$ cat config.mk
export PLATFORM = sky130hd
export DESIGN_NAME = count_sequencer
export DESIGN_NICKNAME = d
export VERILOG_FILES = /design/src/rtl/count_sequencer.sv
export SDC_FILE = /design/constraint.sdc
export NUM_CORES = 1
export LEC_CHECK = 0
export CORE_UTILIZATION = 25
export CTS_CLUSTER_SIZE = 40
export DETAILED_ROUTE_END_ITERATION = 7
export SLEW_MARGIN = 30
export SYNTH_ARGS = -nofsm -noshare
export SYNTH_HDL_FRONTEND = slang
export SYNTH_SLANG_ARGS = --single-unit
$ cat constraint.sdc
create_clock -name clock -period 2.5 [get_ports clock]
set_input_delay 0.375 -clock clock [delete_from_list [all_inputs] [get_ports clock]]
set_output_delay 0.375 -clock clock [all_outputs]
set_load 0.01 [all_outputs]
$ cat src/rtl/count_sequencer.sv
// ============================================================================
// Module   : count_sequencer
// Brief    : Drives direction/enable for an external up/down counter so that
//            it runs from its current value to a target, optionally ping-ponging
//            between the two endpoints. Ping-pong is built with
//            COUNT_SEQ_PINGPONG_EN.
// Revision : 1.0 - initial release
// ============================================================================
`default_nettype none

module count_sequencer #(
    parameter int WIDTH = 4
) (
    input  logic             clock,
    input  logic             reset,
    input  logic             start,
    input  logic             abort,
    input  logic             dir_req,
    input  logic [WIDTH-1:0] target,
    input  logic [2:0]       laps,
    input  logic             pingpong,
    input  logic [WIDTH-1:0] count,
    output logic             Y,
    output logic             cnt_en,
    output logic             busy,
    output logic             done,
    output logic [2:0]       lap_cnt
);

    typedef enum logic [1:0] {
        S_IDLE = 2'd0,
        S_RUN  = 2'd1,
        S_TURN = 2'd2,
        S_DONE = 2'd3
    } state_t;

    state_t           r_state;
    state_t           w_next;
    logic             r_y;
    logic [WIDTH-1:0] r_tgt;
    logic             w_at_tgt;
    logic             w_accept;
    logic             w_turn_exit;
    logic             w_more;

    assign w_at_tgt    = (count == r_tgt);
    assign w_accept    = (r_state == S_IDLE) && start && !abort;
    assign w_turn_exit = (r_state == S_TURN) && !abort;

`ifdef COUNT_SEQ_PINGPONG_EN
    logic [WIDTH-1:0] r_origin;
    logic [2:0]       r_laps_left;
    logic             r_pp;
    logic [2:0]       r_lap_cnt;

    assign w_more  = r_pp && (r_laps_left != 3'd0);
    assign lap_cnt = r_lap_cnt;

    // Each reversal swaps the endpoints, so the next leg returns to where the last began.
    always_ff @(posedge clock) begin
        if (!reset) begin
            r_origin    <= '0;
            r_laps_left <= 3'd0;
            r_pp        <= 1'b0;
            r_lap_cnt   <= 3'd0;
        end else if (w_accept) begin
            r_origin    <= count;
            r_laps_left <= laps;
            r_pp        <= pingpong;
            r_lap_cnt   <= 3'd0;
        end else if (w_turn_exit) begin
            r_origin    <= r_tgt;
            r_laps_left <= r_laps_left - 3'd1;
            r_lap_cnt   <= r_lap_cnt + 3'd1;
        end
    end
`else
    logic w_unused_cfg;

    assign w_unused_cfg = ^{pingpong, laps};
    assign w_more       = 1'b0;
    assign lap_cnt      = 3'd0;
`endif

    always_comb begin
        w_next = r_state;
        if (abort) begin
            w_next = S_IDLE;
        end else begin
            case (r_state)
                S_IDLE: if (start) w_next = S_RUN;
                S_RUN:  if (w_at_tgt) w_next = w_more ? S_TURN : S_DONE;
                S_TURN: w_next = S_RUN;
                S_DONE: w_next = S_IDLE;
                default: w_next = S_IDLE;
            endcase
        end
    end

    always_ff @(posedge clock) begin
        if (!reset) begin
            r_state <= S_IDLE;
            r_y     <= 1'b0;
            r_tgt   <= '0;
        end else begin
            r_state <= w_next;
            if (w_accept) begin
                r_tgt <= target;
                r_y   <= dir_req;
            end else if (w_turn_exit) begin
                r_y   <= ~r_y;
`ifdef COUNT_SEQ_PINGPONG_EN
                r_tgt <= r_origin;
`endif
            end
        end
    end

    // Gated by reset so the counter cannot move before the state register settles.
    assign cnt_en = reset && (r_state == S_RUN) && !w_at_tgt;
    assign busy   = (r_state == S_RUN) || (r_state == S_TURN);
    assign done   = (r_state == S_DONE);
    assign Y      = r_y;

endmodule

`default_nettype wire

==> out/qor.yml, run 1 <==
outcome: "finished, final reports clean"
antenna_left: 0
synthSimpleGateAreaFrac_pct: 28.5
grt_overflow: 0
hold_viol: 0
drcViolationCount: 0
die_area_um2: 2180
path_cells: "clkdlybuf4s50_1 > xnor2_1 > nand4_1 > and3_2 > clkdlybuf4s50_1"
setup-tns-final_ps: 0
p_sw_share_pct: 26.9
rows: 15
maxCapViolations: 0
critical_path.most_common_cell: "clkdlybuf4s50_1"
ios: 24
startpoint: "count[2]"
critPathMaxFanout: 5
path_class: "in2out"
fin_nets: 97
cts_tree: "done"
vdd_drop_max_uv: 240
grt_start_max_net_pins: 8
vias_per_cell: 4.32
finalCritPeriodShare_pct: 92.2
grt_pass1_vias: 349
period_minus_slack_ps: 2300
avgSynthCellArea_um2: 9.44
yosysWarnings: 0
synth_edf_count: 0
clockBufferDepth: 2
ctsHoldBuffers: 0
antenna_found_initial: 0
synthTopCellsByArea: "dfxtp_1 (28%), ha_1 (15%), mux2i_1 (8.0%)"
combPwrFrac_pct: 24.9
setup_viol: 0
die_w_um: 46.7
intPower_mw: 0.226
grt_pass1_wl_um: 1420
synth_cell_types: 23
synth_top_family_by_area: "simple AND/OR/NAND/NOR gates"
routed_wl_um: 967
clkSinkCount: 7
cts_setup_buffers: 0
cts_resized: 0
clk_pin_slew_ps: 50
endpoint_kind: "output pin"
syn_to_final_growth_pct: 42.0
h-tree-depth: 1
portBuffers: 16
ys_seq_elements: 7
p_leak_nw: 0.308
synthCells: 53
synth_flop_cell: "dfxtp_1"
ys_seq_area_share_pct: 28.0
cts_buffers: 3
antenna_cells: 0
synth_common_cells: "dfxtp_1 (7), ha_1 (6), nor2b_1 (6)"
drv_slew: 0
yosysTopAreaCell: "dfxtp_1"
floorplan.initialDensity_pct: 27.8
cp_slowest_cell: "clkdlybuf4s50_1"
cp.required_ps: 2120
clock_latency_ps: 250
fin_skew_ps: 6.69
synth_area_um2: 500
synthXorXnorAreaFrac_pct: 10.2
async_flop_share_pct: 0
die-height_um: 46.7
seq_power_share_pct: 40.6
drt_iter0_markers: 3
yosys.area.top_type_share_pct: 28.0
powerDensity_nw_per_um2: 435
clkPwrFrac_pct: 34.5
hold_path_class: "reg2reg"
synth-compound-area-share_pct: 3.50
vias: 423
dr.pass1.iters: 4
wl_per_cell_um: 9.87
r2r-start: "r_state[0]$_SDFFE_PP0P_"
start_kind: "primary input"
drive_gt1_share_pct: 9.59
post_synth_fa_ha_maj_area_fraction_pct: 15.0
cts_root_buffer: "clkbuf_4"
grt.total_usage_pct: 9.33
yosysMostFrequentCell: "dfxtp_1"
gp_congestion: 0.753
timing.fmax_mhz: 434
synthMuxAreaShare_pct: 8.00
hold_start: "r_tgt[2]$_SDFFE_PN0P_"
power.switching_mw: 0.0832
final_util_pct: 39.4
cpPeakStageDelay_ps: 480
rsz0062_at_grt: "false"
critPathArrivalTime_ps: 1930
core_area_um2: 1800
dpl.hpwl_um: 749
rrSetupSlack_ps: 970
## stage by stage
stage / power, mW / worst slack (ps) / std cells / hold WS [ps] / area (um^2)
after global routing: 0.330 / 139 / 98 / 570 / 711
after detailed placement: 0.205 / 193 / 94 / 533 / 684
after floorplan: 0.171 / 1130 / 55 / 503 / 508
final: 0.309 / 195 / 98 / 538 / 711
after CTS: 0.315 / 192 / 98 / 543 / 711
after global placement: 0.204 / 214 / 94 / 524 / 684
## logic make-up (layout without fill, tap and decap cells)
kind of cell,after synthesis,in the layout
adder cells (fa/ha/maj),6,6
multiplexers,4,4
flip-flops,7,7
AO/OA/AOI/OAI,2,2
buffers and inverters,5,23
AND/OR/NAND/NOR,23,23
other,1,3
XOR/XNOR,5,5
## state kept, by name, summed over array words and instances, names as in the netlist
signal and flops:
r_state 2, r_tgt 4, Y 1
## path summary, 6_finish.rpt
kind                             end  depth (start not counted)
max                           cnt_en                          5
max reg2reg  r_state[0]$_SDFFE_PP0P_                          6
min reg2reg    r_tgt[2]$_SDFFE_PN0P_                          2
min            r_tgt[2]$_SDFFE_PN0P_                          2
## metal layers
| layer | global-route usage [%] | vias up | wire length, um |
|---|---|---|---|
| met5 | 0 | - | 0 |
| met4 | 3.43 | 0 | 0 |
| met3 | 4.62 | 0 | 33 |
| met2 | 14.2 | 11 | 448 |
| met1 | 11.4 | 194 | 485 |
| li1 | - | 218 | - |
## critical path, delay by kind of cell
| kind | cells | cell delay, ps |
|---|---|---|
| xor+xnor | 1 | 110 |
| simple gates | 2 | 490 |
| buf+inv | 2 | 950 |
## power groups by stage
| stage | registers (mW) | logic [mW] | clock network, mW |
|---|---|---|---|
| 2_1_floorplan | 0.127 | 0.0444 | 0 |
| 3_3_place_gp | 0.128 | 0.0761 | 0 |
| 3_5_place_dp | 0.128 | 0.0769 | 0 |
| 4_1_cts | 0.125 | 0.0773 | 0.113 |
| 5_1_grt | 0.126 | 0.0838 | 0.120 |
| 6_report | 0.126 | 0.0771 | 0.107 |
## cell usage in the layout (no fill, tap or decap)
cell,n
clkdlybuf4s50_1,16
dfxtp_1,7
nor2b_1,6
ha_1,6
xnor2_1,4
mux2i_1,4
nand4_1,3
nand3_1,3
conb_1,3
clkbuf_4,3
inv_1,2
nand2_1,2
xnor2_2,1
and3_2,1
and2b_4,1
nand2b_1,1
nor3_1,1
and4_1,1
o31ai_1,1
or3_1,1
nand3b_1,1
nand4b_1,1
nor2_1,1
o211a_1,1
clkbuf_1,1
buf_4,1
## cell type report
| type | instances | area (um^2) |
|---|---|---|
| clock buffer | 4 | 26.3 |
| timing repair buffer | 17 | 168 |
| tap | 25 | 31.3 |
| sequential | 7 | 140 |
| inverter | 2 | 7.51 |
| multi-input combinational | 43 | 338 |
| fill | 199 | 1090 |
(Power assumes the default switching activity.)
==> inputs of run 2 (changes only) <==
==> constraint.sdc (replaced) <==
create_clock -name clock -period 2.8 [get_ports clock]
set_input_delay 0.42 -clock clock [delete_from_list [all_inputs] [get_ports clock]]
set_output_delay 0.42 -clock clock [all_outputs]
set_load 0.01 [all_outputs]
==> run 2 against run 1 <==
  * Via count shrank 1.9%
  * Clock-buffer cell count is the same
  * Cell count shrank 1.0%
  * Die area is the same
  * Sequential share of layout area grew 0.21 points
  * Power shrank 12%
  * Global-route usage grew 0.64 points
  * Clock skew shrank 2.3 ps
  * Core utilization shrank 0.42 points
  * Non-clock buffer count shrank 1
  * Worst hold slack gained 4.9 ps
==> out/qor.yml, run 2 (synthesized netlist as in run 1, its figures left out) <==
outcome: "finished, final reports clean"  # unchanged
maxCapViolations: 0  # unchanged
r2r-start: "r_state[0]$_SDFFE_PP0P_"  # unchanged
drcViolationCount: 0  # unchanged
fin_nets: 96  # was 97
die-height_um: 46.7  # unchanged
fin_skew_ps: 4.43  # was 6.69 ps
start_kind: "primary input"  # unchanged
portBuffers: 16  # unchanged
final_common_cell: "clkdlybuf4s50_1"  # unchanged
syn_to_final_growth_pct: 40.5  # was 42.0%
hold_viol: 0  # unchanged
largest_reg_flops: 4  # unchanged
path_class: "in2out"  # unchanged
path_cells: "clkdlybuf4s50_1 > xnor2_1 > nand4_1 > and3_2 > clkdlybuf4s50_1"  # unchanged
hold_end: "r_tgt[2]$_SDFFE_PN0P_"  # unchanged
holdPathStages: 2  # unchanged
powerDensity_nw_per_um2: 388  # was 435 nW/um^2
clkSinkCount: 7  # unchanged
most-common-layout-cells: "clkdlybuf4s50_1 (16), dfxtp_1 (7), nor2b_1 (6), ha_1 (6)"  # unchanged
vdd_drop_max_uv: 203  # was 240 uV
routed_wl_um: 956  # was 967 um
vias: 415  # was 423
cpPeakStageDelay_ps: 480  # about the same
grt.total_usage_pct: 9.97  # was 9.33%
final_util_pct: 39.0  # was 39.4%
core_area_um2: 1800  # unchanged
setup_viol: 0  # unchanged
critPathMaxFanout: 5  # unchanged
grt_start_max_net_pins: 8  # unchanged
rows: 15  # unchanged
post-place-ws_ps: 422  # was 193 ps
clock_latency_ps: 250  # about the same
drv_slew: 0  # unchanged
timing.fmax_mhz: 420
setup-tns-final_ps: 0  # unchanged
cp_slowest_cell: "clkdlybuf4s50_1"  # unchanged
vias_per_cell: 4.28  # was 4.32
antenna_found_initial: 0  # unchanged
r2r_end: "r_state[0]$_SDFFE_PP0P_"  # unchanged
rrSetupSlack_ps: 1290  # was 970 ps
drive_gt1_share_pct: 8.33  # was 9.59%
regMostFlops: "r_tgt"  # unchanged
dr.pass1.iters: 3  # was 4
cts_root_buffer: "clkbuf_4"  # unchanged
cts_resized: 0  # unchanged
crit_buf_inv: 2  # unchanged
cts_buffers: 3  # unchanged
cp.required_ps: 2380  # was 2120 ps
cp_top_family: "buffers and inverters"  # unchanged
critical_path.most_common_cell: "clkdlybuf4s50_1"  # unchanged
drt_iter0_markers: 4  # was 3
grt_overflow: 0  # unchanged
ios: 24  # unchanged
die_area_um2: 2180  # unchanged
cts_setup_buffers: 0  # unchanged
grt_pass1_vias: 356  # was 349
floorplan.initialDensity_pct: 27.8  # unchanged
hold_path_class: "reg2reg"  # unchanged
hold_start: "r_tgt[2]$_SDFFE_PN0P_"  # unchanged
rsz0062_at_grt: "false"  # unchanged
layout_setup_ws_ps: 416  # was 195 ps
finalCritPeriodShare_pct: 85.1
clk_pin_slew_ps: 50  # about the same
whs_ps: 543  # was 538 ps
endpoint_kind: "output pin"  # unchanged
grt_pass1_wl_um: 1500  # was 1420 um
cts_tree: "done"  # unchanged
h-tree-depth: 1  # unchanged
period_minus_slack_ps: 2380
antenna_cells: 0  # unchanged
antenna_left: 0  # unchanged
gp_congestion: 0.765  # was 0.753
dpl.hpwl_um: 747  # was 749 um
clockBufferDepth: 2  # unchanged
rr_worst_depth: 6  # unchanged
critPathArrivalTime_ps: 1960  # was 1930 ps
ctsHoldBuffers: 0  # unchanged
p_leak_nw: 0.304  # was 0.308 nW
wl_per_cell_um: 9.86  # was 9.87 um
die_w_um: 46.7  # unchanged
==> run 2: cell types whose count changed in the layout (fill, tap and decap cells not counted) <==
cell   change
buf_4      -1
==> run 2: worst register-to-register path, cell delays in order (launching register included) <==
cell and delay (ps):
dfxtp_1 450, inv_1 110, ha_1 230, nor2b_1 160, nand3_1 90, o31ai_1 60, or3_1 290
==> run 2: through the flow <==
stage | total power, mW | std cells | area [um^2]
2_1_floorplan | 0.153 | 55 | 508
3_3_place_gp | 0.181 | 93 | 677
3_5_place_dp | 0.182 | 93 | 677
4_1_cts | 0.276 | 97 | 703
5_1_grt | 0.295 | 97 | 703
6_report | 0.273 | 97 | 703
==> run 2: worst max path at each step <==
stage	cells after the start	slack [ps]	end	from
after CTS	5	410	cnt_en	count[1]
after global placement	5	420	cnt_en	count[1]
after detailed placement	5	420	cnt_en	count[1]
after global routing	5	320	cnt_en	count[0]
final	5	420	cnt_en	count[2]
after floorplan	6	1430	r_state[0]$_SDFFE_PP0P_	r_state[0]$_SDFFE_PP0P_
==> run 2: final cells by class <==
class	count	area, um^2
Timing Repair Buffer	16	160
Sequential cell	7	140
Inverter	2	7.51
Multi-Input combinational cell	43	338
Tap cell	25	31.3
Clock buffer	4	26.3
Fill cell	195	1100
==> run 2: power by group <==
group | internal (mW) | switching, mW | total, mW
registers | 0.106 | 0.00622 | 0.112
clock network | 0.0545 | 0.0391 | 0.0936
logic | 0.0405 | 0.0269 | 0.0675
total | 0.201 | 0.0723 | 0.273
==> run 2: layer usage <==
metal	global-route usage [%]	share of wire (%)	wire, um
met5	0	0	0
met4	3.43	0	0
met3	4.62	4.0	38
met2	13.9	45	433
met1	13.5	51	483
==> inputs of run 3 (changes only) <==
--- a/config.mk
+++ b/config.mk
@@ -5,6 +5,7 @@
 export SDC_FILE = /design/constraint.sdc
 export NUM_CORES = 1
 export LEC_CHECK = 0
+export ABC_CLOCK_PERIOD_IN_PS = 2800
 export CORE_UTILIZATION = 25
 export CTS_CLUSTER_SIZE = 40
 export DETAILED_ROUTE_END_ITERATION = 7
==> results of run 3 <==
Final layout, timing and power as in run 2 (identical DEF).
